`config.mk`:
```
export PLATFORM = sky130hd
export DESIGN_NAME = threewire_arbiter_flat
export DESIGN_NICKNAME = d
export VERILOG_FILES = /design/src/rtl/threewire_arbiter_if.sv /design/src/rtl/threewire_arbiter.sv /design/src/flat_wrapper.sv
export SDC_FILE = /design/constraint.sdc
export NUM_CORES = 1
export LEC_CHECK = 0
export CELL_PAD_IN_SITES_DETAIL_PLACEMENT = 0
export CELL_PAD_IN_SITES_GLOBAL_PLACEMENT = 1
export CORE_ASPECT_RATIO = 1.75
export CORE_MARGIN = 10
export CORE_UTILIZATION = 31
export CTS_CLUSTER_DIAMETER = 100
export DETAILED_ROUTE_END_ITERATION = 6
export HOLD_SLACK_MARGIN = 0.03
export PLACE_DENSITY = 0.84
export SLEW_MARGIN = 20
export SYNTH_ARGS = -nofsm -noshare
export SYNTH_HDL_FRONTEND = slang
export SYNTH_SLANG_ARGS = --single-unit
```
`constraint.sdc`:
```
create_clock -name in_clk -period 2.6 [get_ports in_clk]
set_clock_uncertainty 0.2 [all_clocks]
set_input_delay 0.52 -clock in_clk [delete_from_list [all_inputs] [get_ports in_clk]]
set_output_delay 0.52 -clock in_clk [all_outputs]
set_load 0.1 [all_outputs]
```
`src/rtl/threewire_arbiter_if.sv`:
```
`timescale 1ns/1ps
`default_nettype none
// ============================================================================
// Module   : threewire_arbiter_if
// Brief    : Client request/grant bundle plus threewire master command path.
// Revision : 1.0
// ============================================================================
interface threewire_arbiter_if #(
    parameter int NUM_REQ   = 4,
    parameter int ADDR_BITS = 9,
    parameter int DATA_BITS = 16
);
    logic [NUM_REQ-1:0]           in_req;
    logic [NUM_REQ-1:0]           in_req_mode_wr;
    logic [NUM_REQ*ADDR_BITS-1:0] in_req_addr;
    logic [NUM_REQ*DATA_BITS-1:0] in_req_wr_data;
    logic [NUM_REQ-1:0]           out_gnt;
    logic [NUM_REQ-1:0]           out_done;
    logic [DATA_BITS-1:0]         out_rd_data;
    logic                         out_error;
    logic                         out_busy;
    logic                         out_tw_start;
    logic                         out_tw_mode_wr;
    logic [ADDR_BITS-1:0]         out_tw_addr;
    logic [DATA_BITS-1:0]         out_tw_wr_data;
    logic [DATA_BITS-1:0]         in_tw_rd_data;
    logic                         in_tw_in_progress;

    // Arbiter side.
    modport slave (
        input  in_req, in_req_mode_wr, in_req_addr, in_req_wr_data,
               in_tw_rd_data, in_tw_in_progress,
        output out_gnt, out_done, out_rd_data, out_error, out_busy,
               out_tw_start, out_tw_mode_wr, out_tw_addr, out_tw_wr_data
    );

    // Clients and threewire master side.
    modport master (
        output in_req, in_req_mode_wr, in_req_addr, in_req_wr_data,
               in_tw_rd_data, in_tw_in_progress,
        input  out_gnt, out_done, out_rd_data, out_error, out_busy,
               out_tw_start, out_tw_mode_wr, out_tw_addr, out_tw_wr_data
    );
endinterface
`default_nettype wire

```
`src/rtl/threewire_arbiter.sv`:
```
`timescale 1ns/1ps
`default_nettype none
// ============================================================================
// Module   : threewire_arbiter
// Brief    : Round-robin arbiter/sequencer sharing one threewire bus master.
// Revision : 1.0
// ============================================================================
module threewire_arbiter #(
    parameter int NUM_REQ        = 4,
    parameter int ADDR_BITS      = 9,
    parameter int DATA_BITS      = 16,
    parameter int TIMEOUT_CYCLES = 4096
) (
    input  logic               in_clk,
    input  logic               in_rst,
    threewire_arbiter_if.slave bus
);
    localparam int c_PTR_W = (NUM_REQ > 1) ? $clog2(NUM_REQ) : 1;
    localparam int c_CNT_W = (TIMEOUT_CYCLES > 1) ? $clog2(TIMEOUT_CYCLES) : 1;

    localparam logic [c_CNT_W-1:0] c_CNT_LAST  = c_CNT_W'(TIMEOUT_CYCLES - 1);
    localparam logic [c_PTR_W-1:0] c_PTR_RESET = c_PTR_W'(NUM_REQ - 1);
    localparam logic [NUM_REQ-1:0] c_GNT_ONE   = NUM_REQ'(1);

    localparam logic [1:0] c_ST_IDLE  = 2'd0;
    localparam logic [1:0] c_ST_START = 2'd1;
    localparam logic [1:0] c_ST_XFER  = 2'd2;
    localparam logic [1:0] c_ST_DONE  = 2'd3;

    logic [1:0]           r_state;
    logic [1:0]           w_next_state;
    logic [NUM_REQ-1:0]   r_gnt;
    logic [c_PTR_W-1:0]   r_owner;
    logic [c_PTR_W-1:0]   r_ptr;
    logic [c_CNT_W-1:0]   r_cnt;
    logic                 r_abort;
    logic                 r_tw_start;
    logic                 r_tw_mode_wr;
    logic [ADDR_BITS-1:0] r_tw_addr;
    logic [DATA_BITS-1:0] r_tw_wr_data;
    logic [DATA_BITS-1:0] r_rd_data;

    logic                 w_found;
    logic [c_PTR_W-1:0]   w_winner;
    int                   w_idx;
    logic                 w_timeout;
    logic                 w_grant;

    // First asserted requester strictly after the last owner, wrapping.
    always_comb begin
        w_found  = 1'b0;
        w_winner = '0;
        w_idx    = 0;
        for (int i = 1; i <= NUM_REQ; i++) begin
            w_idx = int'(r_ptr) + i;
            if (w_idx >= NUM_REQ) begin
                w_idx = w_idx - NUM_REQ;
            end
            if (!w_found && bus.in_req[c_PTR_W'(w_idx)]) begin
                w_found  = 1'b1;
                w_winner = c_PTR_W'(w_idx);
            end
        end
    end

    // A master still busy from before an arbiter reset must not be restarted.
    assign w_grant   = (r_state == c_ST_IDLE) && w_found && !bus.in_tw_in_progress;
    assign w_timeout = (r_cnt == c_CNT_LAST);

    always_ff @(posedge in_clk or negedge in_rst) begin
        if (!in_rst) begin
            r_state <= c_ST_IDLE;
        end else begin
            r_state <= w_next_state;
        end
    end

    always_comb begin
        w_next_state = r_state;
        case (r_state)
            c_ST_IDLE: begin
                if (w_grant) w_next_state = c_ST_START;
            end
            c_ST_START: begin
                if (bus.in_tw_in_progress) w_next_state = c_ST_XFER;
                else if (w_timeout)        w_next_state = c_ST_DONE;
            end
            c_ST_XFER: begin
                if (!bus.in_tw_in_progress) w_next_state = c_ST_DONE;
            end
            default: begin
                w_next_state = c_ST_IDLE;
            end
        endcase
    end

    always_ff @(posedge in_clk or negedge in_rst) begin
        if (!in_rst) begin
            r_gnt        <= '0;
            r_owner      <= '0;
            r_ptr        <= c_PTR_RESET;
            r_cnt        <= '0;
            r_abort      <= 1'b0;
            r_tw_start   <= 1'b0;
            r_tw_mode_wr <= 1'b0;
            r_tw_addr    <= '0;
            r_tw_wr_data <= '0;
            r_rd_data    <= '0;
        end else begin
            case (r_state)
                c_ST_IDLE: begin
                    if (w_grant) begin
                        r_gnt        <= c_GNT_ONE << w_winner;
                        r_owner      <= w_winner;
                        r_tw_start   <= 1'b1;
                        r_tw_mode_wr <= bus.in_req_mode_wr[w_winner];
                        r_tw_addr    <= bus.in_req_addr[w_winner*ADDR_BITS +: ADDR_BITS];
                        r_tw_wr_data <= bus.in_req_wr_data[w_winner*DATA_BITS +: DATA_BITS];
                    end
                end
                c_ST_START: begin
                    if (bus.in_tw_in_progress) begin
                        r_tw_start <= 1'b0;
                    end else if (w_timeout) begin
                        r_tw_start <= 1'b0;
                        r_abort    <= 1'b1;
                        r_rd_data  <= '0;
                    end else begin
                        r_cnt <= r_cnt + 1'b1;
                    end
                end
                c_ST_XFER: begin
                    if (!bus.in_tw_in_progress && !r_tw_mode_wr) begin
                        r_rd_data <= bus.in_tw_rd_data;
                    end
                end
                default: begin
                    r_gnt   <= '0;
                    r_ptr   <= r_owner;
                    r_cnt   <= '0;
                    r_abort <= 1'b0;
                end
            endcase
        end
    end

    always_comb begin
        bus.out_gnt        = r_gnt;
        bus.out_done       = (r_state == c_ST_DONE) ? r_gnt : '0;
        bus.out_error      = (r_state == c_ST_DONE) && r_abort;
        bus.out_busy       = (r_state != c_ST_IDLE);
        bus.out_rd_data    = r_rd_data;
        bus.out_tw_start   = r_tw_start;
        bus.out_tw_mode_wr = r_tw_mode_wr;
        bus.out_tw_addr    = r_tw_addr;
        bus.out_tw_wr_data = r_tw_wr_data;
    end
endmodule
`default_nettype wire

```
`src/flat_wrapper.sv`:
```
// flat-port wrapper written by rule: the top's interface ports become plain ports
module threewire_arbiter_flat 
#(
    parameter int NUM_REQ        = 4,
    parameter int ADDR_BITS      = 9,
    parameter int DATA_BITS      = 16,
    parameter int TIMEOUT_CYCLES = 4096
)
  (in_clk, in_rst, bus_in_req, bus_in_req_mode_wr, bus_in_req_addr, bus_in_req_wr_data, bus_in_tw_rd_data, bus_in_tw_in_progress, bus_out_gnt, bus_out_done, bus_out_rd_data, bus_out_error, bus_out_busy, bus_out_tw_start, bus_out_tw_mode_wr, bus_out_tw_addr, bus_out_tw_wr_data);
  threewire_arbiter_if #(.NUM_REQ(NUM_REQ), .ADDR_BITS(ADDR_BITS), .DATA_BITS(DATA_BITS)) bus_i ();
  input  logic in_clk;
  input  logic in_rst;
  input wire logic [$bits(bus_i.in_req)-1:0] bus_in_req;
  input wire logic [$bits(bus_i.in_req_mode_wr)-1:0] bus_in_req_mode_wr;
  input wire logic [$bits(bus_i.in_req_addr)-1:0] bus_in_req_addr;
  input wire logic [$bits(bus_i.in_req_wr_data)-1:0] bus_in_req_wr_data;
  input wire logic [$bits(bus_i.in_tw_rd_data)-1:0] bus_in_tw_rd_data;
  input wire logic [$bits(bus_i.in_tw_in_progress)-1:0] bus_in_tw_in_progress;
  output wire logic [$bits(bus_i.out_gnt)-1:0] bus_out_gnt;
  output wire logic [$bits(bus_i.out_done)-1:0] bus_out_done;
  output wire logic [$bits(bus_i.out_rd_data)-1:0] bus_out_rd_data;
  output wire logic [$bits(bus_i.out_error)-1:0] bus_out_error;
  output wire logic [$bits(bus_i.out_busy)-1:0] bus_out_busy;
  output wire logic [$bits(bus_i.out_tw_start)-1:0] bus_out_tw_start;
  output wire logic [$bits(bus_i.out_tw_mode_wr)-1:0] bus_out_tw_mode_wr;
  output wire logic [$bits(bus_i.out_tw_addr)-1:0] bus_out_tw_addr;
  output wire logic [$bits(bus_i.out_tw_wr_data)-1:0] bus_out_tw_wr_data;
  assign bus_i.in_req = bus_in_req;
  assign bus_i.in_req_mode_wr = bus_in_req_mode_wr;
  assign bus_i.in_req_addr = bus_in_req_addr;
  assign bus_i.in_req_wr_data = bus_in_req_wr_data;
  assign bus_i.in_tw_rd_data = bus_in_tw_rd_data;
  assign bus_i.in_tw_in_progress = bus_in_tw_in_progress;
  assign bus_out_gnt = bus_i.out_gnt;
  assign bus_out_done = bus_i.out_done;
  assign bus_out_rd_data = bus_i.out_rd_data;
  assign bus_out_error = bus_i.out_error;
  assign bus_out_busy = bus_i.out_busy;
  assign bus_out_tw_start = bus_i.out_tw_start;
  assign bus_out_tw_mode_wr = bus_i.out_tw_mode_wr;
  assign bus_out_tw_addr = bus_i.out_tw_addr;
  assign bus_out_tw_wr_data = bus_i.out_tw_wr_data;
  threewire_arbiter #(.NUM_REQ(NUM_REQ), .ADDR_BITS(ADDR_BITS), .DATA_BITS(DATA_BITS), .TIMEOUT_CYCLES(TIMEOUT_CYCLES)) u_core (.in_clk(in_clk), .in_rst(in_rst), .bus(bus_i));
endmodule
```
---- Yosys cells after proc, flatten, opt, wreduce, memory -nomap -nowiden ----
Cells that the tools add are included.
storage, ports and cells
  bits in registers ....................... 66
  output and inout bits ................... 53
cells by class
  add/subtract/negate cells ............... 9
  multipliers ............................. 1
  $lt $le $gt $ge ......................... 9
  eq/ne operators ......................... 11
  shift-type cells ........................ 3
  mux-type cells .......................... 48
  bitwise operators ....................... 2
  reduce and logical (&&, ||, !) cells .... 26
operators by type and width
  kind                     count
  $shiftx A64 B7 Y16       1
  $mux W16                 3
  $shiftx A36 B7 Y9        1
  $pmux W16 S2             1
  $mux W12                 2
  $mux W2                  12
  $pmux W12 S2             1
  $mux W1                  18
  $lt A2 B4 Y1 const B     4
  $add A12 B1 Y12 const B  1
  $eq A12 B12 Y1 const B   1
  $reduce_and A3 Y1        4
  $bmux W1 S2              5
  $ge A3 B3 Y1 const B     3
  $mux W4                  2
  $pmux W4 S2              1
  $sub A2 B1 Y2 const B    4
  $logic_and A1 B1 Y1      7
  $add A2 B2 Y3 const B    2
  $mul A2 B4 Y6 const B    1
  $ne A2 B1 Y1 const B     3
  $ne A2 B2 Y1 const B     3
  $pmux W2 S3              1
  $reduce_bool A2 Y1       3
  16 further kinds         25

---- Longest topological paths before layout ----
Gate-level depths: netlist (run 1).
  depth after elaboration ................. 20
  mapped depth ............................ 8

---- Worst setup path after synthesis (run 1) ----
Ideal clock, no wire load.
  path kind ............................... flip-flop to output port
  start ................................... reg u_core.r_gnt[0] (netlist: u_core.bus.out_gnt[0])
  end ..................................... out bus_out_done[0]
  data arrival time ....................... 1781 ps
  required time ........................... 1880 ps
  path slack .............................. 99 ps
  cell stages (with the launch flop) ...... 2
  buffers on the path ..................... 0
  cells stage by stage .................... dfrtp_1 -> and2_1
on the way
  word-level cells in the longest chain between the ends .. 1
RTL lines
  item                      line                      source
  start: declaration        threewire_arbiter.sv:32   logic [NUM_REQ-1:0] r_gnt;
  start signal: assignment  threewire_arbiter.sv:113  r_gnt <= c_GNT_ONE << w_winner;
  $mux W4                   threewire_arbiter.sv:149  bus.out_done = (r_state == c_ST_DONE) ? r_gnt : '0;
  end: declaration          flat_wrapper.sv:20        output wire logic [$bits(bus_i.out_done)-1:0] bus_out_done;
No other way between the ends.

---- Final worst setup path (run 1) ----
  start ................................... reg u_core.r_state[0]
  end ..................................... reg u_core.r_cnt[8]
on the way
  word-level cells in the longest chain between the ends .. 4
  elaborated cells between the ends (all ways) .. 9
  those cells by class .................... eq/ne (4); mux (1); bitwise (1); reduce/logical (3)
RTL lines
  item                                              line                      source
  start: declaration                                threewire_arbiter.sv:30   logic [1:0] r_state;
  start signal: assignment                          threewire_arbiter.sv:72   r_state <= c_ST_IDLE;
  start signal: assignment                          threewire_arbiter.sv:74   r_state <= w_next_state;
  $eq A2 B2 Y1 or $logic_not A2 Y1 (tied branches)  threewire_arbiter.sv:110  case (r_state)
  $reduce_or A2 Y1 (no source line)                 --
  $not A1 Y1 (no source line)                       --
  $reduce_and A3 Y1 (no source line)                --
  end signal: assignment                            threewire_arbiter.sv:129  r_cnt <= r_cnt + 1'b1;
  end: declaration                                  threewire_arbiter.sv:35   logic [c_CNT_W-1:0] r_cnt;
Parallel ways exist; a longest one is shown, timed or not.
A chain may end at the register's enable or synchronous reset.

==> results of run 1 <==
==> worst max-delay path, stage by stage, from the launching register on <==
cell	delay (ns)
dfrtp_1	0.39
inv_1	0.10
ha_1	0.39
a211o_1	0.42
nor3_1	0.38
nand3_1	0.18
xor2_1	0.18
nor2_1	0.06
==> final cells by class <==
| cell class | count | share of cell area [%] |
|---|---|---|
| Tap cell | 174 | 3.33 |
| Inverter | 34 | 1.95 |
| Timing Repair Buffer | 203 | 30.0 |
| Clock buffer | 10 | 3.50 |
| Sequential cell | 66 | 25.3 |
| Clock inverter | 6 | 1.26 |
| Multi-Input combinational cell | 315 | 34.6 |
==> power by group through the flow <==
stage / Clock, W / Combinational, W / Sequential, W
after floorplan: 0 / 0.00183 / 0.00414
after global placement: 0 / 0.00572 / 0.00174
after detailed placement: 0 / 0.00580 / 0.00175
after CTS: 0.00132 / 0.00581 / 0.00175
after global routing: 0.00137 / 0.00606 / 0.00180
final: 0.00129 / 0.00576 / 0.00174
==> path summary, 6_finish.rpt <==
| check | startpoint | endpoint | slack, ns | depth (start not counted) |
|---|---|---|---|---|
| max | u_core.r_state[0] | u_core.r_cnt[8] | 0.18 | 7 |
| min | in_rst | u_core.bus.out_rd_data[12] | 0.09 | 1 |
| max reg2reg | u_core.r_state[0] | u_core.r_cnt[8] | 0.18 | 7 |
| min reg2reg | u_core.r_abort | u_core.r_abort | 0.30 | 2 |
| max in group asynchronous | in_rst | u_core.bus.out_rd_data[15] | 1.53 | 1 |
| min in group in_clk | u_core.r_abort | u_core.r_abort | 0.30 | 2 |
==> cell families after synthesis <==
family | synth area share [%]
AO/OA/AOI/OAI | 27.2
XOR/XNOR | 1.46
adder cells (fa/ha/maj) | 1.49
buffers and inverters | 6.69
flip-flops | 39.5
multiplexers | 7.52
AND/OR/NAND/NOR | 16.2
==> per-stage QoR <==
step / util, % / hold WS, ns
global placement: 46.8 / 0.270
CTS: 49.1 / 0.142
finish: 49.1 / 0.0919
global route: 49.1 / 0.181
detailed placement: 46.8 / 0.292
floorplan: - / 0.0244
==> layout by cell type (no fill, tap or decap), types with 3 or more instances in the layout <==
| master | instances |
|---|---|
| clkdlybuf4s50_1 | 125 |
| buf_4 | 68 |
| dfrtp_1 | 64 |
| nor2_1 | 48 |
| inv_1 | 33 |
| o21ai_0 | 29 |
| mux2i_1 | 27 |
| a21oi_1 | 25 |
| o211a_1 | 25 |
| nand3_1 | 23 |
| nand2b_1 | 20 |
| a211oi_2 | 18 |
| a221o_1 | 16 |
| a211oi_1 | 10 |
| buf_12 | 10 |
| nand2_1 | 9 |
| clkbuf_16 | 9 |
| and2_1 | 7 |
| xor2_1 | 5 |
| ha_1 | 5 |
| o2bb2ai_1 | 4 |
| nand4_1 | 4 |
| and3_1 | 3 |
| nor3_1 | 3 |
| mux2_1 | 3 |
| clkinv_2 | 3 |
==> state kept, by name (all words and copies together) (netlist names) <==
| name | flops |
|---|---|
| u_core.r_ptr | 2 |
| u_core.r_abort | 1 |
| u_core.bus.out_gnt | 4 |
| u_core.bus.out_tw_wr_data | 16 |
| u_core.bus.out_rd_data | 16 |
| u_core.bus.out_tw_start | 1 |
| u_core.r_owner | 2 |
| u_core.bus.out_tw_mode_wr | 1 |
| u_core.r_cnt | 12 |
| u_core.bus.out_tw_addr | 9 |
| u_core.r_state | 2 |
==> routing by layer <==
layer	global-route usage [%]	wire length (um)	vias up
li1	-	-	1987
met1	16.6	5600	2008
met2	28.1	7960	167
met3	7.11	1500	11
met4	3.75	134	0
met5	0	0	-
==> summary.md, run 1 <==
| Metric | Value |
|---|---|
| Clock power frac | 14.7% |
| Synthesized instance count | 446 |
| RD Place Congestion | 0.823 |
| Cts bufs inserted | 9 |
| Setup ws final | 0.183 ns |
| CP Class | flip-flop to flip-flop |
| Fill cells | 1248 |
| Leakage power | 3.02 nW |
| Pin slew with the least headroom to its limit | 0.870 ns |
| VDD IR max | 0.704 mV |
| Row cnt | 56 |
| Seq/Total Area, Yosys | 39.5% |
| Wire per inst | 18.8 um |
| Final critical-path share of the clock period | 93.0% |
| Global route overflow | 0 |
| Ys async rst share | 100% |
| Area grow syn2layout | 55.9% |
| CTS HTree Levels | 3 |
| Min-delay worst type | input port to asynchronous set/reset pin |
| Fmax achieved | 0.414 GHz |
| Routed via count | 4173 |
| Avg Inst Size Synth | 9.40 um^2 |
| DP Worst Slack | -0.126 ns |
| Flop pwr share | 19.8% |
| Setup crit end kind | flip-flop |
| Final worst path period need | 2.42 ns |
| Dpl hpwl | 11800 um |
| Final Non-Filler Cells | 808 |
| RSZ-0062 raised after global routing | no |
| Pin count of the biggest net entering global routing | 67 |
| GRT Total Usage | 15.9% |
| Vias in the first global route | 4462 |
| Setup Fix Bufs, Post-CTS | 0 |
| Post-synth EDFFs | 0 |
| Status | completed |
| Crit Path Max Fanout | 15 |
| Main synth FF type | dfrtp_1 |
| Synth unique cells | 53 |
| Pins Over Slew Limit | 0 |
| Vias/cell | 5.16 |
| Synth top area cells | dfrtp_1 38%, mux2i_1 6.4%, o211a_1 6.0% |
| Sw Pwr | 0.00488 W |
| Port bufs | 179 |
| Hold_buf cts | 0 |
| CTS Sinks | 66 |
| Synth top area share | 38.2% |
| Starting Density | 31.5% |
| Multi-input logic area | 0.00226 mm^2 |
| Clk_lat worst skew | 0.33 ns |
| Clock Tree Buf Depth | 2 |
| Ports | 180 |
| Final hold violation count | 0 |
| Synth area leader | dfrtp_1 |
| Die Y | 174 um |
| Antenna diode count | 0 |
| Logic pwr share | 65.5% |
| YS warnings | 0 |
| CP startpoint kind | flip-flop |
| Die Wd | 108 um |
| TritonCTS clock tree | yes |
| Placed Cells | 792 |
| Post-synth net total | 578 |
| Final Power | 0.00879 W |
| Final setup fails | 0 |
| Max_slew headroom | 42.0% |
| Initial DRT Pass Iterations | 4 |
| Post-synth top cells | 64 x dfrtp_1, 48 x nor2_1, 33 x inv_1 |
| Post-CTS Resized | 0 |
| Root buffer cell | clkbuf_16 |
| First-pass GRT wire length | 24000 um |
| Nets | 761 |
| Setup TNS | 0 ns |
| Max-cap violations | 0 |
| Initial antenna violation count | 0 |
| Pwr/cell area | 1350 mW/mm^2 |
| Final Cell Area | 0.00654 mm^2 |
| Critical Path RT | 2.63 ns |
| Total wire length | 15200 um |
| Placeable core area | 0.0133 mm^2 |
| Clk slew on worst S/H paths | 0.06 ns |
| Crit path DAT | 2.44 ns |
| Cell Int Power | 0.00392 W |
| Die ar. | 0.0188 mm^2 |
| Yosys reg bits | 66 |
| Share of layout cells above drive strength 1 | 19.7% |
| Post-route ant nets | 0 |
| Top-count cell post-synth | dfrtp_1 |
| Synth Cell Area | 0.00419 mm^2 |
| Placed cell area | 0.00622 mm^2 |
| Residual DRC count | 0 |
| Detailed Route Iter0 Violations | 202 |
| Register area | 0.00165 mm^2 |
| Sw frac | 55.5% |
Power figures use the tool's default switching activity.
==> run 2, diff against run 1 <==
HOLD_SLACK_MARGIN = 0.08   (was 0.03)
REMOVE_ABC_BUFFERS = 1   (was default)
==> run 2 against run 1 <==
Net effect: total power decreased by 0.97%; sequential share of layout area shrank 0.10 points; register-to-register slack better by 0.11 ns; sequential cell count unchanged; critical path type is now input port to flip-flop; largest cell class unchanged; highest routed layer unchanged.
==> summary.md, run 2 (synthesis gave the netlist of run 1 again) <==
| Metric | Value |
|---|---|
| Final Power | 0.00871 W |
| Final Cell Area | 0.00656 mm^2 |
| Placed cell area | 0.00626 mm^2 |
| Worst Reg-to-Reg Cells | 6 |
| Routed via count | 4163 |
| Ports | 180 |
| Clock power frac | 13.6% |
| Clk slew on worst S/H paths | 0.06 ns |
| Top delay family on crit path | simple AND/OR/NAND/NOR gates |
| Register area | 0.00165 mm^2 |
| Die ar. | 0.0188 mm^2 |
| Pin slew with the least headroom to its limit | 0.635 ns |
| VDD IR max | 0.824 mV |
| Final critical-path share of the clock period | 92.2% |
| Row cnt | 56 |
| Final worst path period need | 2.40 ns |
| Fmax achieved | 0.417 GHz |
| Root buffer cell | clkbuf_16 |
| Delay of the slowest critical-path stage | 0.57 ns |
| Crit path DAT | 2.43 ns |
| Setup Fix Bufs, Post-CTS | 0 |
| WHS Path Cells | 1 |
| Final setup fails | 0 |
| Number of buffers and inverters on the critical path | 2 |
| CP startpoint kind | input port |
| CTS Sinks | 66 |
| Share of layout cells above drive strength 1 | 19.7% |
| Min-delay worst type | flip-flop to flip-flop |
| Clk_lat worst skew | 0.33 ns |
| GRT Total Usage | 15.6% |
| Dpl hpwl | 11400 um |
| Vias/cell | 5.14 |
| Nets | 763 |
| Die Y | 174 um |
| Total wire length | 14800 um |
| RD Place Congestion | 0.818 |
| Global route overflow | 0 |
| First-pass GRT wire length | 23700 um |
| Initial antenna violation count | 0 |
| RSZ-0062 raised after global routing | no |
| Wire per inst | 18.2 um |
| Vias in the first global route | 4625 |
| Worst path slowest cell | or4_4 |
| CP Class | input port to flip-flop |
| Cell breakdown of the critical path | clkdlybuf4s50_1, or4_4, and3_4, o31a_1, buf_12, o211a_1, a211oi_1 |
| Sw Pwr | 0.00486 W |
| Post-route ant nets | 0 |
| Logic pwr share | 66.3% |
| Clock Tree Buf Depth | 2 |
| Most frequent cells in the layout | 125 x clkdlybuf4s50_1, 67 x buf_4, 64 x dfrtp_1 |
| Setup crit end kind | flip-flop |
| Detailed Route Iter0 Violations | 180 |
| Pins Over Slew Limit | 0 |
| Flop pwr share | 20.2% |
| Sw frac | 55.9% |
| Commonest non-fill, non-tap cell in the layout | clkdlybuf4s50_1 |
| Cell Int Power | 0.00384 W |
| Critical Path RT | 2.63 ns |
| Initial DRT Pass Iterations | 6 |
| CTS HTree Levels | 3 |
| Port bufs | 179 |
| Residual DRC count | 0 |
| Area grow syn2layout | 56.6% |
| TritonCTS clock tree | yes |
| Pin count of the biggest net entering global routing | 67 |
| Starting Density | 31.5% |
| Die Wd | 108 um |
| Max_slew headroom | 57.7% |
| Pwr/cell area | 1330 mW/mm^2 |
| Final hold violation count | 0 |
| CP Depth | 7 |
| Antenna diode count | 0 |
| Leakage power | 3.03 nW |
| Fill cells | 1248 |
| Cts bufs inserted | 9 |
| Max-cap violations | 0 |
| Crit Path Max Fanout | 27 |
| Placeable core area | 0.0133 mm^2 |
| Setup TNS | 0 ns |
| Multi-input logic area | 0.00226 mm^2 |
| Status | completed |
## run 2: cell types whose count changed in the layout (fill, tap and decap cells not counted)
cell           before  now
buf_12             10   12
buf_4              68   67
dlygate4sd3_1       0    1
bufinv_16           2    0
clkbuf_8            0    4
clkbuf_1            1    2
clkinv_2            3    0
## run 2: path summary, 6_finish.rpt
| check | start | end | slack, ns |
|---|---|---|---|
| max reg2reg | u_core.r_cnt[0] | u_core.bus.out_rd_data[5] | 0.29 |
| max in group asynchronous | in_rst | u_core.r_ptr[0] | 1.33 |
| max | bus_in_req[3] | u_core.bus.out_tw_wr_data[4] | 0.20 |
| min in group asynchronous | in_rst | u_core.r_cnt[11] | 0.53 |
| min reg2reg | u_core.r_owner[1] | u_core.r_owner[1] | 0.28 |
| min | u_core.r_owner[1] | u_core.r_owner[1] | 0.28 |
## run 2: cell type report
type	count	area share, %
sequential	66	25.2
clock buffer	15	4.39
multi-input combinational	315	34.5
tap	174	3.32
inverter	34	1.94
clock inverter	1	0.114
timing repair buffer	205	30.5
## run 2: through the flow
stage	setup slack [ns]	hold WS [ns]	utilization, %	cells
final	0.204	0.278	49.3	810
after global routing	0.128	0.296	49.3	810
after CTS	0.225	0.284	49.3	810
after detailed placement	-0.122	0.272	47.0	793
after global placement	-0.0489	0.268	47.0	793
after floorplan	-2.08	0.0244	-	415
## run 2: timing repair
item                                   in CTS  in global routing
endpoints found under the hold margin      64                  0
hold buffers                                1                  0
gates resized for setup                     0                  0
## run 2: routing by layer
| layer | vias to the layer above | global-route usage, % | part of all wire (%) |
|---|---|---|---|
| li1 | 1990 | - | - |
| met1 | 2018 | 16.2 | 38 |
| met2 | 142 | 28.6 | 54 |
| met3 | 13 | 4.84 | 6.4 |
| met4 | 0 | 4.92 | 1.3 |
| met5 | - | 0 | 0 |
## run 2: power groups by stage
stage | logic [W] | registers (W) | clock network, W
floorplan | 0.00173 | 0.00414 | 0
global placement | 0.00571 | 0.00173 | 0
detailed placement | 0.00580 | 0.00176 | 0
CTS | 0.00582 | 0.00175 | 0.00121
global route | 0.00608 | 0.00180 | 0.00125
finish | 0.00577 | 0.00176 | 0.00118
